--- config.mk ---
export PLATFORM = sky130hd
export DESIGN_NAME = accum_bank
export DESIGN_NICKNAME = d
export VERILOG_FILES = /design/src/rtl/accum_bank.sv
export SDC_FILE = /design/constraint.sdc
export NUM_CORES = 1
export LEC_CHECK = 0
export CAP_MARGIN = 40
export CELL_PAD_IN_SITES_DETAIL_PLACEMENT = 0
export CELL_PAD_IN_SITES_GLOBAL_PLACEMENT = 1
export CORE_ASPECT_RATIO = 0.8
export CORE_UTILIZATION = 41
export CTS_CLUSTER_SIZE = 24
export DETAILED_ROUTE_END_ITERATION = 8
export PLACE_DENSITY_LB_ADDON = 0.1
export SKIP_LAST_GASP = 1
export SLEW_MARGIN = 10
export SYNTH_ARGS = -nofsm -noshare
export SYNTH_HDL_FRONTEND = slang
export SYNTH_SLANG_ARGS = --single-unit
--- constraint.sdc ---
create_clock -name clk -period 4.5 [get_ports clk]
set_input_delay 1.35 -clock clk [delete_from_list [all_inputs] [get_ports clk]]
set_output_delay 1.35 -clock clk [all_outputs]
set_load 0.01 [all_outputs]
--- src/rtl/accum_bank.sv ---
// Accumulator bank: NACC registers of WIDTH bits with load, ALU update and a
// bit-serial shift-add multiply behind a valid/ready command port. Status flags
// hold carry/borrow, zero and MSB of the last completed operation.
module accum_bank #(
  parameter int unsigned WIDTH = 8,
  parameter int unsigned NACC  = 4,
  parameter bit          SAT   = 1'b0,
  localparam int unsigned SW   = $clog2(NACC)
) (
  input  logic             clk,
  input  logic             rst,
  input  logic             in_valid,
  output logic             in_ready,
  input  logic [2:0]       op,
  input  logic [SW-1:0]    sel,
  input  logic [WIDTH-1:0] data,
  input  logic [SW-1:0]    rd_sel,
  output logic [WIDTH-1:0] acc_out,
  output logic             done,
  output logic             flag_c,
  output logic             flag_z,
  output logic             flag_n
);

  localparam int unsigned CntW = $clog2(WIDTH + 1);

  localparam logic [2:0] OpNop  = 3'd0;
  localparam logic [2:0] OpLoad = 3'd1;
  localparam logic [2:0] OpAdd  = 3'd2;
  localparam logic [2:0] OpSub  = 3'd3;
  localparam logic [2:0] OpAnd  = 3'd4;
  localparam logic [2:0] OpXor  = 3'd5;
  localparam logic [2:0] OpShl  = 3'd6;
  localparam logic [2:0] OpMul  = 3'd7;

  typedef enum logic {StIdle, StMul} state_e;

  state_e state_q, state_d;

  logic [WIDTH-1:0]   acc_q [NACC];
  logic [WIDTH-1:0]   acc_d [NACC];
  logic               flag_c_q, flag_c_d;
  logic               flag_z_q, flag_z_d;
  logic               flag_n_q, flag_n_d;
  logic               done_q, done_d;
  logic [WIDTH-1:0]   mcand_q, mcand_d;
  logic [WIDTH-1:0]   mplier_q, mplier_d;
  logic [2*WIDTH-1:0] prod_q, prod_d;
  logic [CntW-1:0]    cnt_q, cnt_d;
  logic [SW-1:0]      msel_q, msel_d;

  logic               accept;
  logic               last_step;
  logic [WIDTH-1:0]   cur;
  logic [WIDTH:0]     sum;
  logic [WIDTH:0]     diff;
  logic [WIDTH:0]     step;
  logic [WIDTH-1:0]   res;
  logic               carry;
  logic               commit;
  logic [SW-1:0]      wr_sel;

  assign accept    = in_valid && (state_q == StIdle);
  assign last_step = (cnt_q == CntW'(1));

  // FSM state register
  always_ff @(posedge clk) begin
    if (rst) begin
      state_q <= StIdle;
    end else begin
      state_q <= state_d;
    end
  end

  // FSM next state: enter StMul on a MUL accept, leave when the counter expires
  always_comb begin
    state_d = state_q;
    unique case (state_q)
      StIdle: if (accept && (op == OpMul)) state_d = StMul;
      StMul:  if (last_step) state_d = StIdle;
    endcase
  end

  // Datapath registers; reset discards any in-flight multiply
  always_ff @(posedge clk) begin
    if (rst) begin
      for (int i = 0; i < int'(NACC); i++) acc_q[i] <= '0;
      flag_c_q <= 1'b0;
      flag_z_q <= 1'b0;
      flag_n_q <= 1'b0;
      done_q   <= 1'b0;
      mcand_q  <= '0;
      mplier_q <= '0;
      prod_q   <= '0;
      cnt_q    <= '0;
      msel_q   <= '0;
    end else begin
      acc_q    <= acc_d;
      flag_c_q <= flag_c_d;
      flag_z_q <= flag_z_d;
      flag_n_q <= flag_n_d;
      done_q   <= done_d;
      mcand_q  <= mcand_d;
      mplier_q <= mplier_d;
      prod_q   <= prod_d;
      cnt_q    <= cnt_d;
      msel_q   <= msel_d;
    end
  end

  // Datapath next state: single-cycle ops commit at accept, MUL steps one bit per cycle
  always_comb begin
    acc_d    = acc_q;
    flag_c_d = flag_c_q;
    flag_z_d = flag_z_q;
    flag_n_d = flag_n_q;
    done_d   = 1'b0;
    mcand_d  = mcand_q;
    mplier_d = mplier_q;
    prod_d   = prod_q;
    cnt_d    = cnt_q;
    msel_d   = msel_q;
    cur      = acc_q[sel];
    sum      = {1'b0, cur} + {1'b0, data};
    diff     = {1'b0, cur} - {1'b0, data};
    step     = '0;
    res      = '0;
    carry    = 1'b0;
    commit   = 1'b0;
    wr_sel   = sel;
    unique case (state_q)
      StIdle: begin
        if (accept) begin
          done_d = (op != OpMul);
          commit = (op != OpMul) && (op != OpNop);
          unique case (op)
            OpNop:  res = cur;
            OpLoad: res = data;
            OpAdd: begin
              carry = sum[WIDTH];
              res   = (SAT && carry) ? '1 : sum[WIDTH-1:0];
            end
            OpSub: begin
              carry = diff[WIDTH];
              res   = (SAT && carry) ? '0 : diff[WIDTH-1:0];
            end
            OpAnd:  res = cur & data;
            OpXor:  res = cur ^ data;
            OpShl: begin
              carry = cur[WIDTH-1];
              res   = {cur[WIDTH-2:0], 1'b0};
            end
            OpMul: begin
              mcand_d  = cur;
              mplier_d = data;
              prod_d   = '0;
              cnt_d    = CntW'(WIDTH);
              msel_d   = sel;
            end
          endcase
        end
      end
      StMul: begin
        // Right-shifting partial product: add multiplicand into the top half,
        // then shift the whole product down one place.
        step     = {1'b0, prod_q[2*WIDTH-1:WIDTH]} + (mplier_q[0] ? {1'b0, mcand_q} : '0);
        prod_d   = {step, prod_q[WIDTH-1:1]};
        mplier_d = mplier_q >> 1;
        cnt_d    = cnt_q - CntW'(1);
        if (last_step) begin
          res    = prod_d[WIDTH-1:0];
          carry  = |prod_d[2*WIDTH-1:WIDTH];
          commit = 1'b1;
          done_d = 1'b1;
          wr_sel = msel_q;
        end
      end
    endcase
    if (commit) begin
      acc_d[wr_sel] = res;
      flag_c_d      = carry;
      flag_z_d      = (res == '0);
      flag_n_d      = res[WIDTH-1];
    end
  end

  // Outputs: ready when idle, committed register read, registered status
  always_comb begin
    in_ready = (state_q == StIdle);
    acc_out  = acc_q[rd_sel];
    done     = done_q;
    flag_c   = flag_c_q;
    flag_z   = flag_z_q;
    flag_n   = flag_n_q;
  end

endmodule

==> results of run 1 <==
==> power breakdown <==
group	internal, W	leakage (nW)	total (W)	switching [W]
registers	0.000673	0.600	0.000688	0.0000146
logic	0.000151	1.68	0.000320	0.000169
clock network	0.000476	0.152	0.000753	0.000277
==> layout make-up <==
| cell class | count | area, um^2 |
|---|---|---|
| fill | 1091 | 5410 |
| timing repair buffer | 108 | 900 |
| clock buffer | 13 | 270 |
| clock inverter | 3 | 46.3 |
| multi-input combinational | 427 | 3140 |
| tap | 148 | 185 |
| sequential | 74 | 1480 |
| inverter | 23 | 86.3 |
==> worst max-delay path, cell delays in order <==
cell	delay (ns)
clkdlybuf4s50_1	0.57
mux4_2	0.39
ha_1	0.23
buf_4	0.14
fa_1	0.40
nand2b_1	0.10
o2bb2ai_1	0.16
mux2_2	0.37
a32oi_1	0.25
and4bb_1	0.24
and4b_1	0.20
a31o_1	0.20
==> worst paths after layout <==
kind	start	endpoint	slack [ns]	depth (start not counted)
max reg2reg	acc_q[0]$_SDFFE_PP0P_	flag_z$_SDFFE_PP0P_	1.24	11
min reg2reg	mcand_q[3]$_SDFFE_PP0P_	mcand_q[3]$_SDFFE_PP0P_	0.45	2
max	sel[1]	flag_z$_SDFFE_PP0P_	0.10	12
min	mcand_q[3]$_SDFFE_PP0P_	mcand_q[3]$_SDFFE_PP0P_	0.45	2
==> cells by family (layout without fill, tap and decap cells) <==
group                      after synthesis  after routing  synth area share, %
AOI/OAI and AO/OA                      148            148                 21.8
adders and majority gates               33             33                 8.98
muxes                                   37             37                 12.3
xor gates and xnor gates                 8              8                 1.45
DFF                                     74             74                 30.6
buffers and inverters                   60            147                 5.50
and+or+nand+nor                        201            201                 19.4
==> flip-flops by register name, indices dropped and copies added (netlist names), 2 cells and up <==
register / cells
mplier_q: 8
cnt_q: 4
mcand_q: 8
msel_q: 2
prod_q: 15
acc_q: 32
==> synth_stat cells, types with 3 or more instances <==
cell type	count
nor2_1	81
dfxtp_1	74
nand2_1	53
a21oi_1	33
ha_1	30
a211oi_1	28
inv_1	23
clkbuf_1	19
mux2i_1	17
a22oi_1	16
buf_2	12
o21ai_0	12
mux4_2	11
and2_1	10
nor3_1	10
a222oi_1	7
nand3_1	7
nor2b_1	7
a31oi_1	6
nand2b_1	6
xnor2_1	6
a221oi_1	5
mux4_1	5
nor4_1	5
mux2_2	4
o211ai_1	4
a21o_1	3
a32oi_1	3
buf_4	3
fa_1	3
nand3b_1	3
o2111ai_1	3
o21a_1	3
or3_1	3
==> per-layer routing <==
metal  part of all wire, %  global-route usage (%)  wire length, um
met2                    46                    40.2             6610
met5                     0                       0                0
met1                    49                    36.3             7010
met3                   5.0                    3.73              725
met4                  0.69                    4.91               99
==> through the flow <==
step	cells	instance area, um^2
floorplan	561	4850
CTS	796	6110
global placement	779	5760
global route	796	6110
finish	796	6110
detailed placement	780	5770
==> results.json, run 1 <==
{
  "htree_num_levels": 3,
  "outcome": "finished clean",
  "clk_pin_slew_ns": 0.06,
  "max_slew_margin_pct": 49.0,
  "nets": 694,
  "crit_fanout": 4,
  "rows": 35,
  "coreArea_um2": 11500,
  "synth-seq-cells": 74,
  "cts_made_buffers": 9,
  "first_iter_violations": 345,
  "syn_avg_cell_area_um2": 8.64,
  "port_buffers": 30,
  "ys_types": 70,
  "hold_path_class": "reg2reg",
  "tns_ns": 0,
  "cp_data_required_time_ns": 4.72,
  "grt_max_degree": 43,
  "worst_setup_path_end_kind": "register",
  "globalplace.congestion": 0.845,
  "cts_root_buffer": "clkbuf_16",
  "viasPerCell": 5.70,
  "ant_nets": 0,
  "ios": 31,
  "synthTopCellsByArea": "dfxtp_1 31%, ha_1 7.7%, nor2_1 6.3%",
  "fmax_ghz": 0.228,
  "async_reset_ff_share_pct": 0,
  "setup_slack_ns": 0.105,
  "die-area_um2": 12300,
  "postCtsHoldBufs": 0,
  "skew_ns": 0.00672,
  "p_leak_nw": 2.43,
  "drt_wl_total_um": 14400,
  "initial_core_util_pct": 42.1,
  "power_w": 0.00176,
  "yosysSeqAreaShare_pct": 30.6,
  "cts_tree": "built",
  "clock_sinks": 74,
  "synth_top_area_cell": "dfxtp_1",
  "setup_viol": 0,
  "insertion_delay_ns": 0.33,
  "critPathKind": "in2reg",
  "rsz0062_at_grt": "no",
  "dp_hpwl_um": 10900,
  "synth_nets": 612,
  "clockBufferDepth": 2,
  "die_w_um": 124,
  "die_y_um": 99.3,
  "vias": 4534,
  "whs_ns": 0.451,
  "drcViolationCount": 0,
  "cts_resized": 5,
  "antenna_cells": 0,
  "grt_overflow": 0,
  "cts_setup_buffers": 0,
  "yosysWarnings": 0,
  "yosysTopAreaCellShare_pct": 30.6,
  "final_max_slew_viol_count": 0,
  "preCtsSetupSlack_ns": -0.528,
  "grt_pass1_wl_um": 23700,
  "powerDensity_nw_per_um2": 288,
  "layout_commonest_cell": "nor2_1",
  "start_kind": "input port",
  "synth_cells": 561,
  "worst_slew_pin_slew_ns": 0.765,
  "maxCapViolCount": 0,
  "ys.flop_type": "dfxtp_1",
  "synth_edf_count": 0,
  "antenna_found_initial": 0,
  "area_growth_pct": 26.0,
  "final_util_pct": 53.1,
  "final_layout_size_suffix_gt1_share_pct": 18.4,
  "fin_crit_ns": 4.40,
  "grt_pass1_vias": 4355,
  "drt_first_pass_iters": 5,
  "wl_per_cell_um": 18.1,
  "final_cell_mix": "81 x nor2_1, 76 x buf_4, 74 x dfxtp_1, 53 x nand2_1, 32 x a21oi_1",
  "hold_viol": 0,
  "syn_area_um2": 4850,
  "track_usage_pct": 25.3,
  "worstPathArrival_ns": 4.61,
  "peakVddDrop_uv": 182,
  "fin_crit_sh_pct": 97.7
}
(Power assumes the default switching activity.)
==> run 2: changes to the inputs <==
==> constraint.sdc (replaced) <==
create_clock -name clk -period 4.5 [get_ports clk]
set_input_delay 1.35 -clock clk [delete_from_list [all_inputs] [get_ports clk]]
set_output_delay 1.35 -clock clk [all_outputs]
set_load 0.05 [all_outputs]
==> run 2 against run 1 <==
  * Worst hold slack got worse by 0.0011 ns
  * Largest power group is now sequential cells
  * Highest routed layer unchanged
  * Critical path depth rose by 1
  * Worst setup slack improved by 0.085 ns
  * Clock skew barely moved
  * Register-to-register slack barely moved
  * Critical path type unchanged
  * Cell count fell by 0.13%
  * Global-route usage fell by 0.37 points
  * Clock-buffer cell count fell by 3
  * Via count rose by 0.75%
  * Total power fell by 4.1%
  * Critical endpoint is now acc_q[14]$_SDFFE_PP0P_
  * Non-clock buffer count fell by 1
  * Combinational power rose by 5%
==> results.json, run 2 (synthesized netlist as in run 1, its figures left out) <==
{
  "insertion_delay_ns": 0.34,
  "grtUsageMet2_pct": 38.1,
  "tns_ns": 0,
  "crit_fanout": 5,
  "clockBufferDepth": 2,
  "final_layout_size_suffix_gt1_share_pct": 19.5,
  "cts_root_buffer": "clkbuf_16",
  "final_cell_mix": "85 x buf_4, 81 x nor2_1, 74 x dfxtp_1, 53 x nand2_1, 32 x a21oi_1",
  "start_kind": "input port",
  "regMostFlops": "acc_q",
  "nets": 693,
  "hold_path_class": "reg2reg",
  "worstPathArrival_ns": 4.56,
  "globalplace.congestion": 0.859,
  "die_y_um": 99.3,
  "rows": 35,
  "drt_first_pass_iters": 5,
  "antenna_found_initial": 0,
  "htree_num_levels": 3,
  "powerDensity_nw_per_um2": 281,
  "n_fill_cell": 1082,
  "skew_ns": 0.00699,
  "die_w_um": 124,
  "fmax_ghz": 0.232,
  "maxCapViolCount": 0,
  "wl_per_cell_um": 18.3,
  "dp_cells": 779,
  "fin_cells": 795,
  "worst_setup_path_end_kind": "register",
  "clk_pin_slew_ns": 0.06,
  "max_slew_margin_pct": 52.7,
  "fin_crit_ns": 4.31,
  "postCtsHoldBufs": 0,
  "grt_pass1_wl_um": 23200,
  "outcome": "finished clean",
  "drt_wl_total_um": 14600,
  "initial_core_util_pct": 42.1,
  "fin_crit_sh_pct": 95.8,
  "largest_reg_flops": 32,
  "ios": 31,
  "peakVddDrop_uv": 200,
  "rsz0062_at_grt": "no",
  "final_util_pct": 52.2,
  "cts_tree": "built",
  "vias": 4568,
  "grt_overflow": 0,
  "grt_util_met1_pct": 36.3,
  "grt_pass1_vias": 4326,
  "track_usage_pct": 24.9,
  "drcViolationCount": 0,
  "antenna_cells": 0,
  "cp_data_required_time_ns": 4.75,
  "grtUsageMet3_pct": 3.78,
  "whs_ns": 0.450,
  "largestRegisters": "acc_q: 32 flops, prod_q: 15 flops",
  "worst_slew_pin_slew_ns": 0.701,
  "grt_max_degree": 43,
  "clock_sinks": 74,
  "hold_viol": 0,
  "final_max_slew_viol_count": 0,
  "port_buffers": 30,
  "critPathKind": "in2reg",
  "dp_hpwl_um": 10800,
  "ant_nets": 0,
  "preCtsSetupSlack_ns": -0.596,
  "cts_made_buffers": 9,
  "layout_commonest_cell": "buf_4",
  "die-area_um2": 12300,
  "coreArea_um2": 11500,
  "first_iter_violations": 347,
  "viasPerCell": 5.75,
  "setup_viol": 0,
  "setup_slack_ns": 0.190,
  "p_leak_nw": 2.42,
  "area_growth_pct": 23.9,
  "grt-busiest-layer": "met2"
}
==> run 2: final cells by class <==
type                            count  area [um^2]  share of cell area [%]
Inverter                           23         86.3                    1.44
Clock buffer                       10          229                    3.81
Tap cell                          148          185                    3.08
Clock inverter                      6         43.8                   0.729
Multi-Input combinational cell    427         3130                    52.1
Timing Repair Buffer              107          855                    14.2
Sequential cell                    74         1480                    24.7
==> run 2: worst paths after layout <==
path | startpoint | endpoint | slack [ns] | cells past startpoint
hold reg to reg | mcand_q[7]$_SDFFE_PP0P_ | mcand_q[7]$_SDFFE_PP0P_ | 0.45 | 2
setup / recovery | sel[0] | acc_q[14]$_SDFFE_PP0P_ | 0.19 | 13
hold / removal | mcand_q[7]$_SDFFE_PP0P_ | mcand_q[7]$_SDFFE_PP0P_ | 0.45 | 2
setup reg to reg | acc_q[24]$_SDFFE_PP0P_ | acc_q[14]$_SDFFE_PP0P_ | 1.25 | 12
==> run 2: repair_timing <==
action | in CTS | in global routing
endpoints found under the setup margin | 10 | 1
hold endpoints to repair | 0 | 0
pin swaps | 0 | 0
setup buffers | 0 | 0
resized for setup | 4 | 1
==> run 2: power by group <==
group	internal (W)	switching (W)
registers	0.000673	0.0000130
clock network	0.000374	0.000293
logic	0.000147	0.000189
total	0.00119	0.000495
==> run 2: layer usage <==
metal,up-vias,part of all wire (%)
met5,-,0
met4,0,1.1
met3,13,4.7
met2,114,44
met1,2210,50
li1,2231,-
==> run 2: worst max-delay path, cell delays in order <==
cell and delay, ns:
dlygate4sd2_1 0.31, mux4_2 0.59, inv_1 0.11, ha_1 0.14, inv_1 0.05, fa_1 0.41, a211oi_2 0.26, nor3_1 0.10
o21a_1 0.21, o21a_1 0.16, or3_1 0.36, a31o_2 0.31, a211oi_1 0.21
==> run 2: through the flow <==
stage	area (um^2)	power, W
2_1_floorplan	4850	0.000894
3_3_place_gp	5730	0.00103
3_5_place_dp	5730	0.00103
4_1_cts	6000	0.00170
5_1_grt	6010	0.00177
6_report	6010	0.00169
